==> src/rtl/exe_stage_pkg.sv <==
// Shared pipeline definitions for the execute stage: operation/selector codes,
// bus widths, divider states and a leading-zero counting helper.
package exe_stage_pkg;

    localparam int          RegBus    = 32;
    localparam int          AluOpBus  = 8;
    localparam int          AluSelBus = 3;
    localparam logic [31:0] ZeroWord  = 32'h0000_0000;

    localparam logic [7:0] EXE_NOP_OP   = 8'b0000_0000;
    localparam logic [7:0] EXE_AND_OP   = 8'b0010_0100;
    localparam logic [7:0] EXE_OR_OP    = 8'b0010_0101;
    localparam logic [7:0] EXE_XOR_OP   = 8'b0010_0110;
    localparam logic [7:0] EXE_NOR_OP   = 8'b0010_0111;
    localparam logic [7:0] EXE_SLL_OP   = 8'b0111_1100;
    localparam logic [7:0] EXE_SRL_OP   = 8'b0000_0010;
    localparam logic [7:0] EXE_SRA_OP   = 8'b0000_0011;
    localparam logic [7:0] EXE_MOVZ_OP  = 8'b0000_1010;
    localparam logic [7:0] EXE_MOVN_OP  = 8'b0000_1011;
    localparam logic [7:0] EXE_MFHI_OP  = 8'b0001_0000;
    localparam logic [7:0] EXE_MTHI_OP  = 8'b0001_0001;
    localparam logic [7:0] EXE_MFLO_OP  = 8'b0001_0010;
    localparam logic [7:0] EXE_MTLO_OP  = 8'b0001_0011;
    localparam logic [7:0] EXE_SLT_OP   = 8'b0010_1010;
    localparam logic [7:0] EXE_SLTU_OP  = 8'b0010_1011;
    localparam logic [7:0] EXE_ADD_OP   = 8'b0010_0000;
    localparam logic [7:0] EXE_ADDU_OP  = 8'b0010_0001;
    localparam logic [7:0] EXE_SUB_OP   = 8'b0010_0010;
    localparam logic [7:0] EXE_SUBU_OP  = 8'b0010_0011;
    localparam logic [7:0] EXE_ADDI_OP  = 8'b0101_0101;
    localparam logic [7:0] EXE_ADDIU_OP = 8'b0101_0110;
    localparam logic [7:0] EXE_CLZ_OP   = 8'b1011_0000;
    localparam logic [7:0] EXE_CLO_OP   = 8'b1011_0001;
    localparam logic [7:0] EXE_MULT_OP  = 8'b0001_1000;
    localparam logic [7:0] EXE_MULTU_OP = 8'b0001_1001;
    localparam logic [7:0] EXE_MUL_OP   = 8'b1010_1001;
    localparam logic [7:0] EXE_MADD_OP  = 8'b1010_0110;
    localparam logic [7:0] EXE_MADDU_OP = 8'b1010_1000;
    localparam logic [7:0] EXE_MSUB_OP  = 8'b1010_1010;
    localparam logic [7:0] EXE_MSUBU_OP = 8'b1010_1011;
    localparam logic [7:0] EXE_DIV_OP   = 8'b0001_1010;
    localparam logic [7:0] EXE_DIVU_OP  = 8'b0001_1011;

    localparam logic [2:0] EXE_RES_NOP         = 3'b000;
    localparam logic [2:0] EXE_RES_LOGIC       = 3'b001;
    localparam logic [2:0] EXE_RES_SHIFT       = 3'b010;
    localparam logic [2:0] EXE_RES_MOVE        = 3'b011;
    localparam logic [2:0] EXE_RES_ARITH       = 3'b100;
    localparam logic [2:0] EXE_RES_MUL         = 3'b101;
    localparam logic [2:0] EXE_RES_JUMP_BRANCH = 3'b110;

    typedef enum logic [1:0] {
        DIV_FREE    = 2'b00,
        DIV_BY_ZERO = 2'b01,
        DIV_ON      = 2'b10,
        DIV_END     = 2'b11
    } div_state_t;

    function automatic logic [31:0] count_lead_zeros(input logic [31:0] v);
        logic [31:0] n;
        logic        found;
        n     = '0;
        found = 1'b0;
        for (int i = 31; i >= 0; i--) begin
            if (!found) begin
                if (v[i]) found = 1'b1;
                else      n = n + 32'd1;
            end
        end
        return n;
    endfunction

endpackage

==> src/rtl/exe_div.sv <==
// Radix-2 restoring divider: one quotient bit per cycle on operand magnitudes,
// signs restored in the DIV_END cycle, which is the only cycle with ready high.
module exe_div
    import exe_stage_pkg::*;
#(
    parameter int DIV_ITER = 32
) (
    input  logic        clk,
    input  logic        rst,
    input  logic        start,
    input  logic        signed_div,
    input  logic [31:0] opdata1,
    input  logic [31:0] opdata2,
    input  logic        annul,
    output logic [63:0] result,
    output logic        ready
);

    localparam int CW = $clog2(DIV_ITER);

    div_state_t    state_q, state_d;
    logic [CW-1:0] iter_q;
    logic [31:0]   rem_q, quo_q, dvs_q;
    logic          quo_neg_q, rem_neg_q;

    logic [31:0] mag1, mag2;
    logic [32:0] trial, diff;
    logic        take;

    assign mag1  = (signed_div && opdata1[31]) ? (32'd0 - opdata1) : opdata1;
    assign mag2  = (signed_div && opdata2[31]) ? (32'd0 - opdata2) : opdata2;
    assign trial = {rem_q, quo_q[31]};
    assign diff  = trial - {1'b0, dvs_q};
    assign take  = ~diff[32];

    always_comb begin
        state_d = state_q;
        case (state_q)
            DIV_FREE: begin
                if (start) state_d = (opdata2 == 32'd0) ? DIV_BY_ZERO : DIV_ON;
            end
            DIV_BY_ZERO: state_d = DIV_END;
            DIV_ON: begin
                if (iter_q == CW'(DIV_ITER - 1)) state_d = DIV_END;
            end
            DIV_END: state_d = DIV_FREE;
            default: state_d = DIV_FREE;
        endcase
        if (annul) state_d = DIV_FREE;
    end

    always_ff @(posedge clk or negedge rst) begin
        if (!rst) begin
            state_q   <= DIV_FREE;
            iter_q    <= '0;
            rem_q     <= '0;
            quo_q     <= '0;
            dvs_q     <= '0;
            quo_neg_q <= 1'b0;
            rem_neg_q <= 1'b0;
        end else begin
            state_q <= state_d;
            case (state_q)
                DIV_FREE: begin
                    if (start && !annul) begin
                        iter_q    <= '0;
                        rem_q     <= '0;
                        quo_q     <= mag1;
                        dvs_q     <= mag2;
                        quo_neg_q <= signed_div && (opdata1[31] ^ opdata2[31]);
                        rem_neg_q <= signed_div && opdata1[31];
                    end
                end
                DIV_BY_ZERO: begin
                    rem_q     <= '0;
                    quo_q     <= '0;
                    quo_neg_q <= 1'b0;
                    rem_neg_q <= 1'b0;
                end
                DIV_ON: begin
                    rem_q  <= take ? diff[31:0] : trial[31:0];
                    quo_q  <= {quo_q[30:0], take};
                    iter_q <= iter_q + 1'b1;
                end
                default: ;
            endcase
        end
    end

    // Quotient is negative when operand signs differ; remainder follows the dividend.
    always_comb begin
        ready  = (state_q == DIV_END);
        result = '0;
        if (ready) begin
            result[31:0]  = quo_neg_q ? (32'd0 - quo_q) : quo_q;
            result[63:32] = rem_neg_q ? (32'd0 - rem_q) : rem_q;
        end
    end

endmodule

==> src/rtl/exe_stage.sv <==
// MIPS32 execute stage: single-cycle ALU plus 2-cycle MADD/MSUB and iterative divider.
// Define EXE_OVF_TRAP_EN to add ovf_assert and suppress writes on signed ADD/SUB overflow.
module exe_stage
    import exe_stage_pkg::*;
#(
    parameter int DIV_ITER = 32
) (
    input  logic        clk,
    input  logic        rst,
    input  logic [7:0]  ex_alu_op,
    input  logic [2:0]  ex_alu_sel,
    input  logic [31:0] ex_reg1,
    input  logic [31:0] ex_reg2,
    input  logic [4:0]  ex_w_add,
    input  logic        ex_w_reg,
    input  logic [31:0] ex_add_link,
    input  logic        ex_in_delayslot,
    input  logic [31:0] hi_i,
    input  logic [31:0] lo_i,
    input  logic        flush,
    output logic [31:0] exe_w_data,
    output logic [4:0]  exe_w_add,
    output logic        exe_w_reg,
    output logic        exe_w_hilo,
    output logic [31:0] exe_hi,
    output logic [31:0] exe_lo,
    output logic        exe_in_delayslot,
    output logic        stall_req
`ifdef EXE_OVF_TRAP_EN
    ,
    output logic        ovf_assert
`endif
);

    logic [31:0] logic_res, shift_res, arith_res, move_res;
    logic [31:0] b_eff, sum;
    logic        is_sub, mul_signed, madd_op, msub_op, div_op;
    logic [63:0] ext_a, ext_b, prod, madd_sum;
    logic [63:0] temp_q;
    logic [1:0]  cnt_q;
    logic [63:0] div_result;
    logic        div_ready;
`ifdef EXE_OVF_TRAP_EN
    logic        ovf;
`endif

    assign is_sub     = (ex_alu_op == EXE_SUB_OP) || (ex_alu_op == EXE_SUBU_OP);
    assign b_eff      = is_sub ? ~ex_reg2 : ex_reg2;
    assign sum        = ex_reg1 + b_eff + {31'd0, is_sub};
    assign mul_signed = (ex_alu_op == EXE_MULT_OP) || (ex_alu_op == EXE_MUL_OP) ||
                        (ex_alu_op == EXE_MADD_OP) || (ex_alu_op == EXE_MSUB_OP);
    assign msub_op    = (ex_alu_op == EXE_MSUB_OP) || (ex_alu_op == EXE_MSUBU_OP);
    assign madd_op    = msub_op || (ex_alu_op == EXE_MADD_OP) || (ex_alu_op == EXE_MADDU_OP);
    assign div_op     = (ex_alu_op == EXE_DIV_OP) || (ex_alu_op == EXE_DIVU_OP);

    // Low 64 bits of the extended product are correct for signed and unsigned alike.
    assign ext_a    = {{32{mul_signed & ex_reg1[31]}}, ex_reg1};
    assign ext_b    = {{32{mul_signed & ex_reg2[31]}}, ex_reg2};
    assign prod     = ext_a * ext_b;
    assign madd_sum = temp_q + {hi_i, lo_i};

`ifdef EXE_OVF_TRAP_EN
    assign ovf = ((ex_alu_op == EXE_ADD_OP) || (ex_alu_op == EXE_ADDI_OP) ||
                  (ex_alu_op == EXE_SUB_OP)) &&
                 (ex_reg1[31] == b_eff[31]) && (sum[31] != ex_reg1[31]);
`endif

    always_comb begin
        logic_res = ZeroWord;
        shift_res = ZeroWord;
        move_res  = ZeroWord;
        arith_res = ZeroWord;
        case (ex_alu_op)
            EXE_AND_OP:  logic_res = ex_reg1 & ex_reg2;
            EXE_OR_OP:   logic_res = ex_reg1 | ex_reg2;
            EXE_XOR_OP:  logic_res = ex_reg1 ^ ex_reg2;
            EXE_NOR_OP:  logic_res = ~(ex_reg1 | ex_reg2);
            EXE_SLL_OP:  shift_res = ex_reg2 << ex_reg1[4:0];
            EXE_SRL_OP:  shift_res = ex_reg2 >> ex_reg1[4:0];
            EXE_SRA_OP:  shift_res = 32'($signed(ex_reg2) >>> ex_reg1[4:0]);
            EXE_MOVZ_OP, EXE_MOVN_OP: move_res = ex_reg1;
            EXE_MFHI_OP: move_res = hi_i;
            EXE_MFLO_OP: move_res = lo_i;
            EXE_ADD_OP, EXE_ADDU_OP, EXE_ADDI_OP, EXE_ADDIU_OP,
            EXE_SUB_OP, EXE_SUBU_OP: arith_res = sum;
            EXE_SLT_OP:  arith_res = {31'd0, ($signed(ex_reg1) < $signed(ex_reg2))};
            EXE_SLTU_OP: arith_res = {31'd0, (ex_reg1 < ex_reg2)};
            EXE_CLZ_OP:  arith_res = count_lead_zeros(ex_reg1);
            EXE_CLO_OP:  arith_res = count_lead_zeros(~ex_reg1);
            default: ;
        endcase
    end

    // MADD/MSUB: first cycle latches the (possibly negated) product, second accumulates.
    always_ff @(posedge clk or negedge rst) begin
        if (!rst) begin
            cnt_q  <= 2'd0;
            temp_q <= '0;
        end else if (flush) begin
            cnt_q <= 2'd0;
        end else if (madd_op && cnt_q == 2'd0) begin
            temp_q <= msub_op ? (64'd0 - prod) : prod;
            cnt_q  <= 2'd1;
        end else begin
            cnt_q <= 2'd0;
        end
    end

    exe_div #(
        .DIV_ITER(DIV_ITER)
    ) u_div (
        .clk       (clk),
        .rst       (rst),
        .start     (div_op),
        .signed_div(ex_alu_op == EXE_DIV_OP),
        .opdata1   (ex_reg1),
        .opdata2   (ex_reg2),
        .annul     (flush),
        .result    (div_result),
        .ready     (div_ready)
    );

    always_comb begin
        exe_w_data       = ZeroWord;
        exe_w_add        = ex_w_add;
        exe_w_reg        = ex_w_reg;
        exe_w_hilo       = 1'b0;
        exe_hi           = ZeroWord;
        exe_lo           = ZeroWord;
        exe_in_delayslot = ex_in_delayslot;
        stall_req        = 1'b0;
`ifdef EXE_OVF_TRAP_EN
        ovf_assert       = 1'b0;
`endif
        case (ex_alu_sel)
            EXE_RES_LOGIC:       exe_w_data = logic_res;
            EXE_RES_SHIFT:       exe_w_data = shift_res;
            EXE_RES_MOVE:        exe_w_data = move_res;
            EXE_RES_ARITH:       exe_w_data = arith_res;
            EXE_RES_MUL:         exe_w_data = prod[31:0];
            EXE_RES_JUMP_BRANCH: exe_w_data = ex_add_link;
            default: ;
        endcase
        if ((ex_alu_op == EXE_MOVZ_OP && ex_reg2 != ZeroWord) ||
            (ex_alu_op == EXE_MOVN_OP && ex_reg2 == ZeroWord))
            exe_w_reg = 1'b0;
`ifdef EXE_OVF_TRAP_EN
        if (ovf) begin
            ovf_assert = 1'b1;
            exe_w_reg  = 1'b0;
        end
`endif
        case (ex_alu_op)
            EXE_MULT_OP, EXE_MULTU_OP: begin
                exe_w_hilo = 1'b1;
                {exe_hi, exe_lo} = prod;
            end
            EXE_MTHI_OP: begin
                exe_w_hilo = 1'b1;
                exe_hi     = ex_reg1;
                exe_lo     = lo_i;
            end
            EXE_MTLO_OP: begin
                exe_w_hilo = 1'b1;
                exe_hi     = hi_i;
                exe_lo     = ex_reg1;
            end
            EXE_MADD_OP, EXE_MADDU_OP, EXE_MSUB_OP, EXE_MSUBU_OP: begin
                if (cnt_q == 2'd1) begin
                    exe_w_hilo = 1'b1;
                    {exe_hi, exe_lo} = madd_sum;
                end else begin
                    stall_req = 1'b1;
                end
            end
            EXE_DIV_OP, EXE_DIVU_OP: begin
                stall_req = ~div_ready;
                if (div_ready) begin
                    exe_w_hilo = 1'b1;
                    {exe_hi, exe_lo} = div_result;
                end
            end
            default: ;
        endcase
        if (flush) begin
            stall_req  = 1'b0;
            exe_w_reg  = 1'b0;
            exe_w_hilo = 1'b0;
        end
        // Reset is asynchronous, so the outputs go quiet without waiting for an edge.
        if (!rst) begin
            exe_w_data       = ZeroWord;
            exe_w_add        = 5'd0;
            exe_w_reg        = 1'b0;
            exe_w_hilo       = 1'b0;
            exe_hi           = ZeroWord;
            exe_lo           = ZeroWord;
            exe_in_delayslot = 1'b0;
            stall_req        = 1'b0;
`ifdef EXE_OVF_TRAP_EN
            ovf_assert       = 1'b0;
`endif
        end
    end

endmodule

==> config.mk <==
export PLATFORM = sky130hd
export DESIGN_NAME = exe_stage
export DESIGN_NICKNAME = d
export VERILOG_FILES = /design/src/rtl/exe_stage_pkg.sv /design/src/rtl/exe_div.sv /design/src/rtl/exe_stage.sv
export SDC_FILE = /design/constraint.sdc
export NUM_CORES = 2
export LEC_CHECK = 0
export CAP_MARGIN = 5
export CORE_ASPECT_RATIO = 1.5
export CORE_MARGIN = 2
export CORE_UTILIZATION = 48
export DETAILED_ROUTE_END_ITERATION = 7
export PLACE_DENSITY = 0.65
export SYNTH_ARGS = -nofsm -noshare
export SYNTH_HDL_FRONTEND = slang
export SYNTH_SLANG_ARGS = --single-unit
==> constraint.sdc <==
create_clock -name clk -period 25.3 [get_ports clk]
set_input_delay 2.53 -clock clk [delete_from_list [all_inputs] [get_ports clk]]
set_output_delay 2.53 -clock clk [all_outputs]
set_load 0.01 [all_outputs]
==> results by group <==
CTS
  • Worst-path clk slew: 0.08 ns
  • CTS Sinks: 170
  • CTS root buf: clkbuf_16
  • Clock Latency Late Sink: 0.47 ns
  • H-tree depth: 4
  • Max Root-Sink Buffers: 2
  • TritonCTS Buffers: 17
  • CTS tree: yes

Status
  • Status: finished, violations left
  • Failing checks: design-rule violations

Routing
  • Drt via density: 6.41
  • Via Count: 71,000
  • Drt first-iter violations: approximately 8,500
  • DRC: 123
  • Antenna viol nets, final: 0
  • Initial DRT Pass Iterations: 8
  • Routed WL per cell: between 30 and 40 um
  • WL final: 362 mm

GRT
  • Overall Global Routing Usage: 47.2%
  • Vias in the first global route: between 70,000 and 80,000
  • GR Overflow Total: 0
  • First-pass GRT wire length: 514 mm
  • Initial antenna violation count: 35
  • Pin count of the biggest net entering global routing: 146

Logic synthesis
  • Synthesized area per cell: 7.93 um2
  • Syn Nets: 10,800
  • Synth Flop Type: dfrtp_1
  • Netlist cell types: 119
  • Fraction of registers with async set/reset: 100%
  • Number of synthesized flops with an enable pin: 0
  • Synth Instances: 9,030
  • Synth Register Bits: 170
  • Yosys synthesis warning count: 0
  • Syn Std Cell Area: 71,600 um2
  • Register area share after synthesis: roughly 5.9%

Placement
  • Place WS: between 0.2 and 0.25 ns
  • Hpwl dp: 281 mm
  • Final RePlAce weighted congestion: between 1 and 1.5
  • I/O Buffers: 285

STA
  • Clk_skew: between 0.01 and 0.015 ns
  • Fin crit share: 95.5%
  • Max Fclk: 0.0414 GHz
  • Post-layout min period: 24.15 ns
  • Final WS setup: 1.15 ns
  • Final setup violation count: 0
  • Fin. Hold Viols: 0
  • Slew @ Worst Pin: 1.41 ns
  • Slew HR: 5.19%
  • Setup TNS Final: 0 ns
  • WHS: a little under 0.5 ns
  • Max-slew violations: 0

Floorplanning
  • Chip Width: approximately 320 um
  • Die ar.: 152,000 um2
  • FP Rows: 173
  • Core Region: 148,000 um2
  • Die Ht: 477 um
  • I/O pin count: between 200 and 300
  • Initial Util: 48.3%

Worst setup path
  • Most frequent CP cell: ha_1
  • Critical R2R Capture: u_div.quo_q[0]
  • Reg-to-reg slack, setup: 18.13 ns
  • CP Data Required Time: ~23 ns
  • Worst EP arrival: 21.62 ns
  • FF-to-FF path depth: 30
  • Crit end category: output port
  • Crit path launch type: input pin
  • RR Startpoint: u_div.quo_q[31]
  • Setup Crit Path Kind: input pin to output port
  • Crit path max fanout: 5
  • Peak per-stage delay on the critical path: 0.39 ns
  • CP max stage cell: or3b_4

Worst hold path
  • Min-Delay Path Class: register to register
  • Hold Startpoint: u_div.dvs_q[5]
  • Worst hold path cell count: 2
  • Hold path endpoint: u_div.dvs_q[5]

Finish
  • Most frequent cells in the layout: nand2_1 (1,369), inv_1 (1,333), fa_1 (1,128), nor2_1 (741), ha_1 (503)
  • Nets: approximately 11,000
  • Most common cell after layout, fill and taps aside: nand2_1
  • Layout cells sized above 1: 6.64%
  • Fillers: 14,500
  • Area grow syn2layout: 8.99%

Job
  • Max_cap viols: 0
[sequential cells by signal, indices dropped and copies added (netlist names)]
signal           cells
cnt_q                1
u_div.quo_q         32
temp_q              64
u_div.quo_neg_q      1
u_div.state_q        2
u_div.rem_q         32
u_div.rem_neg_q      1
u_div.dvs_q         32
u_div.iter_q         5
[worst max-delay path: cells and delay by family]
family          cells  cell delay (ns)
compound gates     24             3.70
xor+xnor            3             0.53
fa+ha+maj          29             8.78
buf+inv             9             1.09
mux                14             2.59
simple gates       23             2.39
[per-stage QoR]
| stage | cells | area, um2 | utilization [%] |
|---|---|---|---|
| 2_1_floorplan | 9030 | 71600 | - |
| 3_3_place_gp | 11000 | 77200 | 52.0 |
| 3_5_place_dp | 11000 | 77200 | 52.0 |
| 4_1_cts | 11000 | 77800 | 52.5 |
| 5_1_grt | 11100 | 78000 | 52.6 |
| 6_report | 11100 | 78100 | 52.7 |
[metal layers]
layer | vias to the layer above | wire length [um] | GRT usage [%]
met1 | 35200 | 124000 | 54.2
met5 | - | 115 | 0
met3 | 1505 | 38100 | 11.7
li1 | 29600 | - | -
met2 | 4664 | 158000 | 72.5
met4 | 16 | 41800 | 42.9
[layout make-up]
cell class,instances,area [um2],share of cell area (%)
antenna,20,50.0,0.0641
sequential,170,4250,5.45
timing repair buffer,610,5080,6.51
tap,1925,2410,3.08
inverter,1356,5090,6.52
clock buffer,17,425,0.545
clock inverter,15,184,0.236
multi-input combinational,6962,60600,77.6
[Yosys cell counts, drive strengths merged, types with 24 or more instances]
library cell	instances	area share (%)
fa	1128	32
o211ai	34	0.36
a221oi	47	0.58
mux2i	152	2.1
nand2b	53	0.47
o21a	39	0.41
a21boi	26	0.28
o31ai	38	0.40
o311ai	34	0.42
inv	1338	7.0
or4	24	0.26
a21o	73	0.76
ha	506	8.8
and3	42	0.37
or3	42	0.37
a22oi	57	0.60
o21bai	49	0.51
nand3	131	0.92
or2	24	0.21
xnor2	434	5.6
a21oi	404	2.8
and2	43	0.38
clkbuf	420	2.2
a222oi	88	1.2
buf	122	0.69
nand2	1374	7.2
nor4	51	0.50
dfrtp	170	5.9
o221ai	24	0.30
nor2	751	3.9
nand4	48	0.44
o21ai	466	3.3
xor2	146	1.9
a31oi	89	0.78
nor2b	63	0.55
o22ai	25	0.22
nor3	132	0.99
a211oi	54	0.57
[cells by family (layout without fill, tap and decap cells)]
kind of cell	count (synthesis)	count (layout)	share of synthesized area [%]
AND/OR/NAND/NOR	2863	2863	17.7
buffers and inverters	1898	1998	9.99
AO/OA/AOI/OAI	1684	1684	15.3
adder cells (fa/ha/maj)	1641	1641	40.5
XOR/XNOR	602	602	8.20
multiplexers	172	172	2.49
flip-flops	170	170	5.94
other	0	20	0
[worst max-delay path by stage]
stage | startpoint | to | slack (ns) | depth (start not counted)
6_report | ex_reg1[30] | exe_w_data[7] | 1.15 | 102
3_5_place_dp | ex_reg1[31] | exe_w_data[8] | 0.22 | 101
3_3_place_gp | ex_reg1[31] | exe_w_data[8] | 0.17 | 101
5_1_grt | ex_reg1[30] | exe_w_data[6] | -0.02 | 103
4_1_cts | ex_reg1[31] | exe_w_data[8] | 0.09 | 101
2_1_floorplan | ex_reg1[31] | exe_w_data[7] | 1.51 | 100
[what timing repair did]
action / in CTS / in global routing
buffers inserted: 0 / 6
endpoints found under the setup margin: 0 / 9
hold buffers: 0 / 0
resized for setup: 0 / 58
Power is left out: the tool's default activity adds up to more than one toggle a clock period on the data nets, which glitch-free logic cannot reach.
